==> config.mk <==
export PLATFORM = sky130hd
export DESIGN_NAME = mem_stage_requester
export DESIGN_NICKNAME = d
export VERILOG_FILES = /design/src/rtl/mem_stage_requester.sv
export SDC_FILE = /design/constraint.sdc
export NUM_CORES = 1
export LEC_CHECK = 0
export ABC_AREA = 1
export CORE_AREA = 2 2 180 182
export CTS_CLUSTER_SIZE = 20
export DETAILED_ROUTE_END_ITERATION = 8
export DIE_AREA = 0 0 182 184
export PLACE_DENSITY = 0.66
export SETUP_SLACK_MARGIN = 0.3
export SYNTH_ARGS = -nofsm -noshare
export SYNTH_HDL_FRONTEND = slang
export SYNTH_SLANG_ARGS = --single-unit
export TNS_END_PERCENT = 1
==> constraint.sdc <==
create_clock -name clk -period 4.7 [get_ports clk]
set_clock_uncertainty 0.15 [all_clocks]
set_input_delay 0.94 -clock clk [delete_from_list [all_inputs] [get_ports clk]]
set_output_delay 0.94 -clock clk [all_outputs]
set_load 0.01 [all_outputs]
==> src/rtl/mem_stage_requester.sv <==
// Y86-64 memory-stage requester: decodes M-stage fields into a registered
// req/ack access to a multi-cycle data memory. Optional macro: MEM_ALIGN_CHECK_EN.
module mem_stage_requester #(
  parameter logic [63:0] ADDR_LIMIT = 64'd512,
  parameter int          TIMEOUT    = 16,
  parameter int          CNT_W      = 5
) (
  input  logic        clk,
  input  logic        reset,
  input  logic        m_valid,
  input  logic [3:0]  icode,
  input  logic [63:0] valE,
  input  logic [63:0] valA,
  input  logic [63:0] valP,
  output logic        mem_req,
  output logic        mem_we,
  output logic [63:0] mem_addr,
  output logic [63:0] mem_wdata,
  input  logic        mem_ack,
  input  logic [63:0] mem_rdata,
  input  logic        mem_err,
  output logic [63:0] valM,
  output logic        m_stall,
  output logic        m_done,
  output logic        dmem_error
);

  typedef enum logic [1:0] {IDLE, REQ, DONE, ERR} state_t;

  state_t             state;
  logic [CNT_W-1:0]   cnt;
  logic               is_wr, memop, illegal;
  logic [63:0]        req_addr, req_wdata;

  always_comb begin
    is_wr     = 1'b0;
    memop     = 1'b1;
    req_addr  = valE;
    req_wdata = valA;
    case (icode)
      4'h4, 4'hA: is_wr = 1'b1;
      4'h5:       ;
      4'h8: begin
        is_wr     = 1'b1;
        req_wdata = valP;
      end
      4'h9, 4'hB: req_addr = valA;
      default:    memop = 1'b0;
    endcase
`ifdef MEM_ALIGN_CHECK_EN
    illegal = (req_addr >= ADDR_LIMIT) || (req_addr[2:0] != 3'b000);
`else
    illegal = (req_addr >= ADDR_LIMIT);
`endif
  end

  assign m_stall = m_valid & memop & ((state == IDLE) | (state == REQ));

  always_ff @(posedge clk) begin
    if (reset) begin
      state      <= IDLE;
      cnt        <= '0;
      mem_req    <= 1'b0;
      mem_we     <= 1'b0;
      mem_addr   <= '0;
      mem_wdata  <= '0;
      valM       <= '0;
      m_done     <= 1'b0;
      dmem_error <= 1'b0;
    end else begin
      case (state)
        IDLE: begin
          m_done <= 1'b0;
          if (m_valid && memop) begin
            mem_addr  <= req_addr;
            mem_wdata <= req_wdata;
            mem_we    <= is_wr;
            cnt       <= '0;
            // Illegal addresses never reach the memory bus.
            if (illegal) begin
              state      <= ERR;
              dmem_error <= 1'b1;
            end else begin
              state   <= REQ;
              mem_req <= 1'b1;
            end
          end
        end
        REQ: begin
          cnt <= cnt + CNT_W'(1);
          // Ack is tested first so it wins over a coincident timeout.
          if (mem_ack) begin
            mem_req <= 1'b0;
            if (mem_err) begin
              state      <= ERR;
              dmem_error <= 1'b1;
            end else begin
              if (!mem_we) valM <= mem_rdata;
              m_done <= 1'b1;
              state  <= DONE;
            end
          end else if (cnt == CNT_W'(TIMEOUT - 1)) begin
            mem_req    <= 1'b0;
            state      <= ERR;
            dmem_error <= 1'b1;
          end
        end
        DONE: begin
          m_done <= 1'b0;
          state  <= IDLE;
        end
        ERR: begin
          mem_req <= 1'b0;
          m_done  <= 1'b0;
        end
        default: state <= IDLE;
      endcase
    end
  end

endmodule

Word-level counts from Yosys, hierarchy flattened
Cells that the tools add are included.

Equal/unequal tests: 17. Order comparisons: 1. Bitwise operators: 5. Reductions and logical operators: 16. Multiplexer cells: 26. Add/subtract/negate cells: 1.

Operator list (count): 64-bit two-way mux (2); 64-bit by 10-bit greater-or-equal comparator with 1-bit output (second input constant) (1); 4-bit equality test (second input constant) (4); 1-bit two-way mux (14); 5-bit case mux with 2 select lines (1); 4-bit by 3-bit equality test with 1-bit output (second input constant) (2); 2-bit two-way mux (4); 2-bit inequality test (second input constant) (4); 4-bit AND reduction (2); 2-bit case mux with 3 select lines (1); 2-bit AND reduction (3); 3-bit nonzero test (2); 3-bit OR reduction (2); 6-bit OR reduction (1); 5-bit by 1-bit adder with 5-bit output (second input constant) (1); 5-bit by 4-bit equality test with 1-bit output (second input constant) (1); 5-bit two-way mux (1); 5-bit AND reduction (1); 2-bit equality test (second input constant) (2); 1-bit case mux with 2 select lines (2); 3-bit by 2-bit inequality test with 1-bit output (second input constant) (1); 3-bit inequality test (second input constant) (1); 1-bit case mux with 3 select lines (1); 3-bit AND reduction (1); 9 further kinds (11).

Input bits: 265. Flip-flop bits (word level): 203. Output and inout port bits: 197. Word-level logic and storage cells: 75.

Logic depth before layout (Yosys ltp)
Gate-level depths: netlist of the first run.

Depth after elaboration: 7. Depth in mapped cells: 16. Mapped depth without buffers: 15.

Least setup slack after synthesis of the first run
OpenSTA, ideal clock, no wires.

Kind: in2out. From: input port icode[3]. To: output port m_stall. Path buffers: 1. Data required time: 3.610 ns. Arrival time: 1.551 ns. Stages on the path: 6. Path slack: 2.059 ns. Cells stage by stage: buf_4 -> nor2_1 -> nand2_1 -> nand2_1 -> nand2_1 -> nor2_1.

Longest elaborated chain between the ends: 5.

RTL lines: start: declaration (RTL line 11) `input logic [3:0] icode,`; 4-bit equality test or 4-bit by 3-bit equality test with 1-bit output (tied branches) (RTL line 40) `case (icode)`; 6-bit OR reduction (no line) *; 1-bit two-way mux * (RTL line 40); 1-bit bitwise AND * (2 in series) (RTL line 57) `assign m_stall = m_valid & memop & ((state == IDLE) | (state == REQ));`; end: declaration (RTL line 23) `output logic m_stall,`.

Every way passes the cells marked *; elsewhere a longest branch is shown, timed or not.

Worst setup path after layout of the first run
From: input port icode[2]. To: output port m_stall.

Same word-level chain as after synthesis.

==> flow_metrics.py, run 1 <==
metrics = {
    "timing": {
        "slew_headroom_pct": 35.9,
        "min_period_ns": 3.95,
        "maxSlewViolCount": 0,
        "setup_ws_ns": 0.754,
        "setup_viol": 0,
        "hold_violations": 0,
        "tightest_slew_ns": 0.960,
        "fin_tns_setup_ns": 0,
        "fmax_mhz": 253,
        "fin_crit_sh_pct": 84.0,
        "rsz0062_at_grt": "false",
    },
    "clock_network": {
        "h-tree-depth": 1,
        "clk_pin_slew_ns": 0.06,
        "cts_hold_buf": 0,
        "cts_buffer_depth": 3,
        "insertion_delay_ns": 0.51,
        "cts_num_sinks": 203,
        "post_cts_buffers": 0,
        "cts_inserted_buffers": 24,
        "cts_tree": "built",
        "cts_resized": 0,
        "cts_root_buffer": "clkbuf_16",
    },
    "critical_path": {
        "worstPathMaxFanout": 24,
        "reg2reg_depth": 10,
        "crit_path_frequent_cell": "nand2_1",
        "start_kind": "primary input",
        "critPathSlowestCell": "clkdlybuf4s50_1",
        "cpLargestDelayFamily": "buffers and inverters",
        "crit_type": "in -> out",
        "cp_slowest_stage_delay_ns": 0.58,
        "cp_cell_sequence": "clkdlybuf4s50_1, inv_2, nand2_1, nand2_1, nand2_1, nor2_1, clkdlybuf4s50_1",
        "r2r_start": "state[1]",
        "crit_buf_inv": 3,
        "endpoint_kind": "output pin",
        "critPathRequiredTime_ns": 3.61,
        "timing.rr.end": "valM[55]",
        "reg2reg_slack_ns": 2.15,
        "worst_ep_arrival_time_ns": 2.86,
    },
    "grt": {
        "grt_util_all_layers_pct": 22.6,
        "overflow": 0,
        "grt_pass1_vias": 9882,
        "grt_pass1_wl_mm": 59.0,
        "grt_max_degree": 208,
        "antenna_found_initial": 4,
    },
    "yosys": {
        "synth_seq_cells": 203,
        "synth_fp_nets": 1523,
        "synth_cell_types": 25,
        "netlist_instances": 1250,
        "postSynthAreaPerCell_um2": 7.06,
        "yosysWarnings": 0,
        "syn_area_um2": 8830,
        "yosysSeqAreaShare_pct": 46.0,
    },
    "detailed_routing": {
        "drt_first_pass_iters": 6,
        "drt-initial-drc-count": 776,
        "num_vias": 10200,
        "post_drt_wl_per_cell_um": 19.2,
        "drc": 0,
        "postRouteAntennaNets": 0,
        "vias_per_cell": 4.89,
        "finalWirelength_mm": 39.9,
    },
    "run": {
        "maxCapViolations": 0,
    },
    "placement": {
        "dp_slack_ns": 0.742,
        "hpwl_mm": 29.4,
        "portBuffers": 461,
        "routabilityCongestion": 0.860,
    },
    "min_path": {
        "hold_path.class": "reg -> reg",
        "min_to": "mem_addr[56]",
        "whs_path_depth": 2,
        "min_from": "mem_addr[56]",
    },
    "power": {
        "p_leak_nw": 5.79,
        "cellPowerDensity_nw_per_um2": 376,
        "total_power_mw": 5.45,
        "vdd_drop_max_uv": 298,
    },
    "cells_and_area": {
        "final_net_count": 1928,
        "layout_commonest_cell": "clkdlybuf4s50_1",
        "n_fill_cell": 3131,
        "drive_above_1_share_pct": 4.49,
        "area_delta_synth_final_pct": 64.3,
        "mostFrequentLayoutCells": "clkdlybuf4s50_1, nand2_1, dfxtp_1",
    },
    "die": {
        "dieWidth_um": 182,
        "core_area_um2": 31400,
        "start_util_pct": 28.1,
        "num_rows": 65,
        "dieArea_um2": 33500,
        "io-pin-count": 462,
        "die_h_um": 184,
    },
    "run_status": {
        "run_status": "completed",
    },
}
-- worst reg2reg max path, cell delays in order (launching register included) --
cell and delay, ns:
dfxtp_1 0.46, inv_1 0.11, ha_1 0.29, inv_1 0.17
nor2_1 0.08, inv_1 0.11, nor2_4 0.05, inv_2 0.57
buf_4 0.35, nor2_1 0.06, nor2_1 0.10
-- cell families after synthesis --
family / count (synthesis) / share of synthesized area [%]
adder cells (fa/ha/maj): 8 / 1.13
AND/OR/NAND/NOR: 586 / 27.2
buffers and inverters: 143 / 6.76
flip-flops: 203 / 46.0
multiplexers: 1 / 0.113
AO/OA/AOI/OAI: 309 / 18.7
-- state kept, by name, summed over array words and instances (netlist names) --
signal      cells
valM           64
dmem_error      1
mem_we          1
state           2
mem_wdata      64
m_done          1
mem_addr       64
cnt             5
mem_req         1
-- how the worst max path moves through the flow --
stage                  start  endpoint  slack, ns  cells after the start
floorplan           icode[3]   m_stall       2.06                      6
global placement    icode[3]   m_stall       0.79                      7
detailed placement  icode[3]   m_stall       0.74                      7
CTS                 icode[3]   m_stall       0.74                      7
global route        icode[2]   m_stall       0.61                      7
finish              icode[2]   m_stall       0.75                      7
-- stage by stage --
stage,utilization (%),instances,instance area [um^2],hold slack [ns]
2_1_floorplan,-,1250,8830,0.290
3_3_place_gp,43.6,2031,13700,0.299
3_5_place_dp,43.6,2031,13700,0.303
4_1_cts,46.2,2074,14500,0.317
5_1_grt,46.2,2078,14500,0.328
6_report,46.2,2078,14500,0.312
-- power by group --
group          internal [mW]  total [mW]  leakage (nW)  switching [mW]
registers               1.95        2.07          1.65           0.124
clock network           1.12        1.87         0.389           0.756
logic                  0.746        1.51          3.75           0.759
-- cells in the mapped netlist, drive strengths merged --
| cell type | number | area, um^2 |
|---|---|---|
| clkbuf | 71 | 267 |
| nor2 | 194 | 736 |
| o31ai | 1 | 7.51 |
| or2 | 1 | 6.26 |
| ha | 8 | 100 |
| a21oi | 54 | 270 |
| o21ai | 169 | 846 |
| dfxtp | 203 | 4060 |
| nand4 | 22 | 138 |
| nand2 | 272 | 1020 |
| mux2i | 1 | 10.0 |
| nand3b | 1 | 7.51 |
| a31oi | 85 | 532 |
| nand3 | 89 | 458 |
| inv | 41 | 154 |
| nor3 | 6 | 30.0 |
| buf | 31 | 176 |
| nor3b | 1 | 7.51 |
-- routing by layer --
metal	up-vias	share of wire, %	track usage (%)
li1	5022	-	-
met1	4654	43	28.9
met2	416	46	37.2
met3	79	7.2	4.60
met4	0	3.6	9.16
met5	-	0	0
-- final cells by class --
cell class | count | area, um^2 | share of cell area (%)
antenna | 4 | 10.0 | 0.0690
clock inverter | 9 | 77.6 | 0.535
timing repair buffer | 481 | 4780 | 33.0
sequential | 203 | 4060 | 28.0
clock buffer | 34 | 719 | 4.96
multi-input combinational | 904 | 4190 | 28.9
tap | 402 | 503 | 3.47
inverter | 41 | 156 | 1.08
(Power assumes the default switching activity.)
==> run 2: changes to the inputs <==
CORE_AREA = 2 2 181 183   (was 2 2 180 182)
DIE_AREA = 0 0 183 185   (was 0 0 182 184)
clock period = 3.7 ns   (was 4.7 ns; I/O delays follow)
==> flow_metrics.py, run 2 (synthesis results as in run 1) <==
metrics = {
    "critical_path": {
        "critPathSlowestCell": "clkdlybuf4s50_1",
        "start_kind": "primary input",
        "reg2reg_depth": 9,
        "timing.rr.end": "valM[21]",
        "crit_path_frequent_cell": "nand2_1",
        "crit_buf_inv": 2,
        "worst_ep_arrival_time_ns": 2.03,
        "cpLargestDelayFamily": "buffers and inverters",
        "crit_path_end": "m_stall",
        "r2r_start": "state[1]",
        "startpoint": "icode[1]",
        "cp_slowest_stage_delay_ns": 0.49,
        "worstPathMaxFanout": 4,
        "crit_type": "in -> out",
        "reg2reg_slack_ns": 1.19,
        "cp.depth": 7,
        "endpoint_kind": "output pin",
        "cp_cell_sequence": "clkdlybuf4s50_1, nor2_1, nand2_1, nand2_1, nand2_1, nor2_1, dlymetal6s2s_1",
        "critPathRequiredTime_ns": 2.81,
    },
    "run": {
        "maxCapViolations": 0,
    },
    "die": {
        "dieArea_um2": 33900,
        "start_util_pct": 27.6,
        "die_h_um": 185,
        "dieWidth_um": 183,
        "io-pin-count": 462,
        "core_area_um2": 32000,
        "num_rows": 66,
    },
    "detailed_routing": {
        "post_drt_wl_per_cell_um": 19.2,
        "finalWirelength_mm": 40.1,
        "postRouteAntennaNets": 0,
        "drc": 0,
        "drt_first_pass_iters": 6,
        "drt-initial-drc-count": 774,
        "vias_per_cell": 4.95,
        "num_vias": 10300,
    },
    "timing": {
        "slew_headroom_pct": 26.2,
        "setup_ws_ns": 0.776,
        "rsz0062_at_grt": "false",
        "fmax_mhz": 342,
        "fin_crit_sh_pct": 79.0,
        "setup_viol": 0,
        "min_period_ns": 2.92,
        "tightest_slew_ns": 1.11,
        "maxSlewViolCount": 0,
        "hold_violations": 0,
        "fin_tns_setup_ns": 0,
    },
    "placement": {
        "hpwl_mm": 30.1,
        "dp_slack_ns": 0.204,
        "routabilityCongestion": 0.889,
        "portBuffers": 461,
        "dp_cells": 2042,
    },
    "power": {
        "p_int_mw": 4.89,
        "cellPowerDensity_nw_per_um2": 479,
        "p_sw_mw": 2.11,
        "swShare_pct": 30.2,
        "clockPowerShare_pct": 35.1,
        "p_seq_share_pct": 37.6,
        "vdd_drop_max_uv": 284,
        "pwr-share-comb_pct": 27.3,
        "p_leak_nw": 5.88,
        "total_power_mw": 7.01,
    },
    "clock_network": {
        "h-tree-depth": 1,
        "cts_hold_buf": 0,
        "insertion_delay_ns": 0.52,
        "clk_pin_slew_ns": 0.06,
        "cts_num_sinks": 203,
        "cts_buffer_depth": 3,
        "cts_inserted_buffers": 25,
        "cts_tree": "built",
        "cts_root_buffer": "clkbuf_16",
        "post_cts_buffers": 0,
    },
    "min_path": {
        "min_from": "mem_addr[58]",
        "hold_path.class": "reg -> reg",
    },
    "grt": {
        "overflow": 0,
        "grt_pass1_wl_mm": 58.9,
        "grt_max_degree": 104,
        "grt_util_all_layers_pct": 22.4,
        "antenna_found_initial": 5,
        "grt_pass1_vias": 9788,
    },
    "cells_and_area": {
        "layout_commonest_cell": "clkdlybuf4s50_1",
        "mostFrequentLayoutCells": "clkdlybuf4s50_1, nand2_1, dfxtp_1",
        "drive_above_1_share_pct": 4.94,
        "final_net_count": 1934,
        "area_delta_synth_final_pct": 65.6,
        "final_cells": 2091,
        "reg_top3": "mem_addr: 64 flops, mem_wdata: 64 flops, valM: 64 flops",
    },
    "run_status": {
        "run_status": "completed",
    },
}
==> run 2: cell types whose count changed in the layout (fill, tap and decap cells not counted) <==
cell and delta:
clkbuf_8 +2, buf_12 +3, clkdlybuf4s50_1 -3, clkinv_4 +1, clkinv_2 +1, dlymetal6s2s_1 +1
inv_4 +1, inv_6 +1, buf_4 +2, dlygate4sd2_1 +2, clkbuf_1 -1, clkinvlp_4 -2
inv_2 -1
==> run 2: cell type report <==
cell class / instances / area, um^2
fill: 3149 / 17400
timing repair buffer: 486 / 4850
multi-input combinational: 904 / 4190
sequential: 203 / 4060
clock buffer: 35 / 743
tap: 408 / 510
inverter: 41 / 159
clock inverter: 10 / 85.1
antenna: 4 / 10.0
==> run 2: layer usage <==
layer / share of wire, % / GRT usage [%] / up-vias
met1: 42 / 28.3 / 4854
met4: 2.1 / 6.11 / 2
met3: 7.7 / 4.54 / 57
met2: 48 / 38.8 / 407
met5: 0.032 / 0 / -
li1: - / - / 5028
==> run 2: worst min path at each step <==
stage              endpoint  slack, ns  depth (start not counted)
3_3_place_gp   mem_addr[17]       0.30                          2
2_1_floorplan        cnt[4]       0.29                          2
4_1_cts        mem_addr[17]       0.32                          2
6_report       mem_addr[58]       0.31                          2
3_5_place_dp   mem_addr[17]       0.31                          2
5_1_grt        mem_addr[17]       0.33                          2
==> run 2: tightest hold or removal path: stages, from the launching register on <==
cell and delay, ns:
dfxtp_1 0.31, nand2_1 0.06, a21oi_1 0.05
==> run 2: what timing repair did <==
action	in CTS	in global routing
setup endpoints to repair	1	1
pin swaps	0	0
gates resized for setup	3	1
==> run 2: power groups by stage <==
| stage | logic, mW | clock network, mW | registers (mW) |
|---|---|---|---|
| finish | 1.92 | 2.46 | 2.63 |
| global route | 2.08 | 2.61 | 2.67 |
| CTS | 1.93 | 2.51 | 2.63 |
| detailed placement | 1.92 | 0 | 2.67 |
| global placement | 1.91 | 0 | 2.67 |
| floorplan | 0.705 | 0 | 2.78 |
==> run 2: stage by stage <==
step	util, %	hold WS, ns	instance area, um^2
final	45.6	0.314	14600
after global routing	45.6	0.331	14600
after CTS	45.6	0.316	14600
after detailed placement	43.0	0.305	13800
after global placement	43.0	0.301	13800
after floorplan	-	0.290	8830
==> run 3: changes to the inputs <==
CORE_AREA = 2 2 180 182   (was 2 2 181 183)
DIE_AREA = 0 0 182 184   (was 0 0 183 185)
PLACE_DENSITY = 0.69   (was 0.66)
clock period = 2.65 ns   (was 3.7 ns; I/O delays follow)
==> flow_metrics.py, run 3 (synthesis results as in run 1) <==
metrics = {
    "power": {
        "vdd_drop_max_uv": 397,
        "total_power_mw": 10.0,
        "cellPowerDensity_nw_per_um2": 650,
        "p_leak_nw": 6.32,
        "clockPowerShare_pct": 33.9,
        "pwr-share-comb_pct": 29.3,
        "swShare_pct": 30.0,
        "p_seq_share_pct": 36.8,
        "p_sw_mw": 3.00,
        "p_int_mw": 7.00,
    },
    "die": {
        "io-pin-count": 462,
        "start_util_pct": 28.1,
        "num_rows": 65,
        "dieWidth_um": 182,
        "core_area_um2": 31400,
        "die_h_um": 184,
        "dieArea_um2": 33500,
    },
    "critical_path": {
        "worst_ep_arrival_time_ns": 1.62,
        "critPathRequiredTime_ns": 1.97,
        "worstPathMaxFanout": 2,
        "cp_slowest_stage_delay_ns": 0.47,
        "cp_cell_sequence": "clkdlybuf4s50_1, nor2_1, nand2_1, nand2_2, nand2_1, nor2_1, buf_2",
        "start_kind": "primary input",
        "critPathSlowestCell": "clkdlybuf4s50_1",
        "reg2reg_depth": 9,
        "crit_type": "in -> out",
        "endpoint_kind": "output pin",
    },
    "cells_and_area": {
        "area_delta_synth_final_pct": 74.2,
        "final_net_count": 2024,
        "layout_commonest_cell": "clkdlybuf4s50_1",
        "drive_above_1_share_pct": 9.85,
        "mostFrequentLayoutCells": "clkdlybuf4s50_1, nand2_1, dfxtp_1",
        "final_cells": 2170,
        "n_fill_cell": 2964,
        "reg_top3": "mem_addr: 64 flops, mem_wdata: 64 flops, valM: 64 flops",
    },
    "clock_network": {
        "cts_root_buffer": "clkbuf_16",
        "cts_inserted_buffers": 25,
        "h-tree-depth": 1,
        "clk_pin_slew_ns": 0.06,
        "insertion_delay_ns": 0.52,
        "cts_tree": "built",
        "cts_num_sinks": 203,
        "cts_buffer_depth": 3,
        "cts_hold_buf": 0,
    },
    "detailed_routing": {
        "drc": 0,
        "post_drt_wl_per_cell_um": 18.7,
        "drt_first_pass_iters": 6,
        "num_vias": 10800,
        "postRouteAntennaNets": 0,
        "vias_per_cell": 4.96,
        "finalWirelength_mm": 40.6,
        "drt-initial-drc-count": 778,
    },
    "placement": {
        "portBuffers": 461,
        "dp_cells": 2124,
        "hpwl_mm": 31.1,
        "routabilityCongestion": 0.928,
        "dp_slack_ns": -0.245,
    },
    "run": {
        "maxCapViolations": 0,
    },
    "min_path": {
        "whs_path_depth": 2,
        "hold_path.class": "reg -> reg",
    },
    "timing": {
        "rsz0062_at_grt": "false",
        "hold_violations": 0,
        "tightest_slew_ns": 0.614,
        "min_period_ns": 2.30,
        "setup_ws_ns": 0.351,
        "setup_viol": 0,
        "fin_crit_sh_pct": 86.8,
        "maxSlewViolCount": 0,
        "hold_slack_ns": 0.310,
        "slew_headroom_pct": 59.1,
        "fmax_mhz": 435,
    },
    "grt": {
        "antenna_found_initial": 3,
        "grt_pass1_vias": 10400,
        "grt_util_all_layers_pct": 23.1,
        "overflow": 0,
        "grt_max_degree": 65,
        "grt_pass1_wl_mm": 60.7,
    },
    "run_status": {
        "run_status": "completed",
    },
}
[run 3: cell types whose count changed in the layout (fill, tap and decap cells not counted), moves of 3 or more]
cell / change
clkbuf_8: -5
clkinv_2: -3
buf_12: +10
buf_4: +80
clkbuf_1: +5
diode_2: -3
[run 3: final timing paths]
path                     start           end  slack (ns)
setup reg to reg      state[1]      valM[30]        0.63
hold / removal    mem_addr[63]  mem_addr[63]        0.31
hold reg to reg   mem_addr[63]  mem_addr[63]        0.31
setup / recovery      icode[1]       m_stall        0.35
[run 3: area by class of cell]
cell class	count	area [um^2]	area share [%]
diodes	1	2.50	0.0163
clock buffers	35	693	4.51
clock inverters	8	100	0.651
inverters	41	156	1.02
multi-input cells	904	4210	27.4
flip-flops and latches	203	4070	26.4
well taps	402	503	3.27
repair buffers	576	5650	36.7
[run 3: per-layer routing]
layer / up-vias / track usage [%] / wire [um]
li1: 5213 / - / -
met1: 4943 / 28.5 / 16600
met2: 509 / 38.4 / 18800
met3: 99 / 5.76 / 3540
met4: 2 / 9.74 / 1680
met5: - / 0 / 14
[run 3: repair_timing]
action	4_1_cts	5_1_grt
endpoints found under the setup margin	1	3
setup buffers	0	2
pin swaps	0	2
gates resized for setup	10	3
[run 3: critical path: cells and delay by family]
kind	cells	cell delay, ns
buf+inv	2	0.62
simple gates	5	0.46
[run 3: per-stage QoR]
stage          TNS, ns  utilization (%)  cell area, um^2
2_1_floorplan        0                -             8830
4_1_cts              0             48.9            15400
3_5_place_dp     -1.89             46.4            14600
5_1_grt              0             49.0            15400
3_3_place_gp     -1.53             46.4            14600
6_report             0             49.0            15400
[run 3: power by group through the flow]
stage | Clock [mW] | Combinational, mW | Sequential, mW
after floorplan | 0 | 0.985 | 3.88
after detailed placement | 0 | 2.89 | 3.73
final | 3.39 | 2.93 | 3.68
after global routing | 3.58 | 3.17 | 3.73
after CTS | 3.47 | 2.91 | 3.68
after global placement | 0 | 2.87 | 3.72
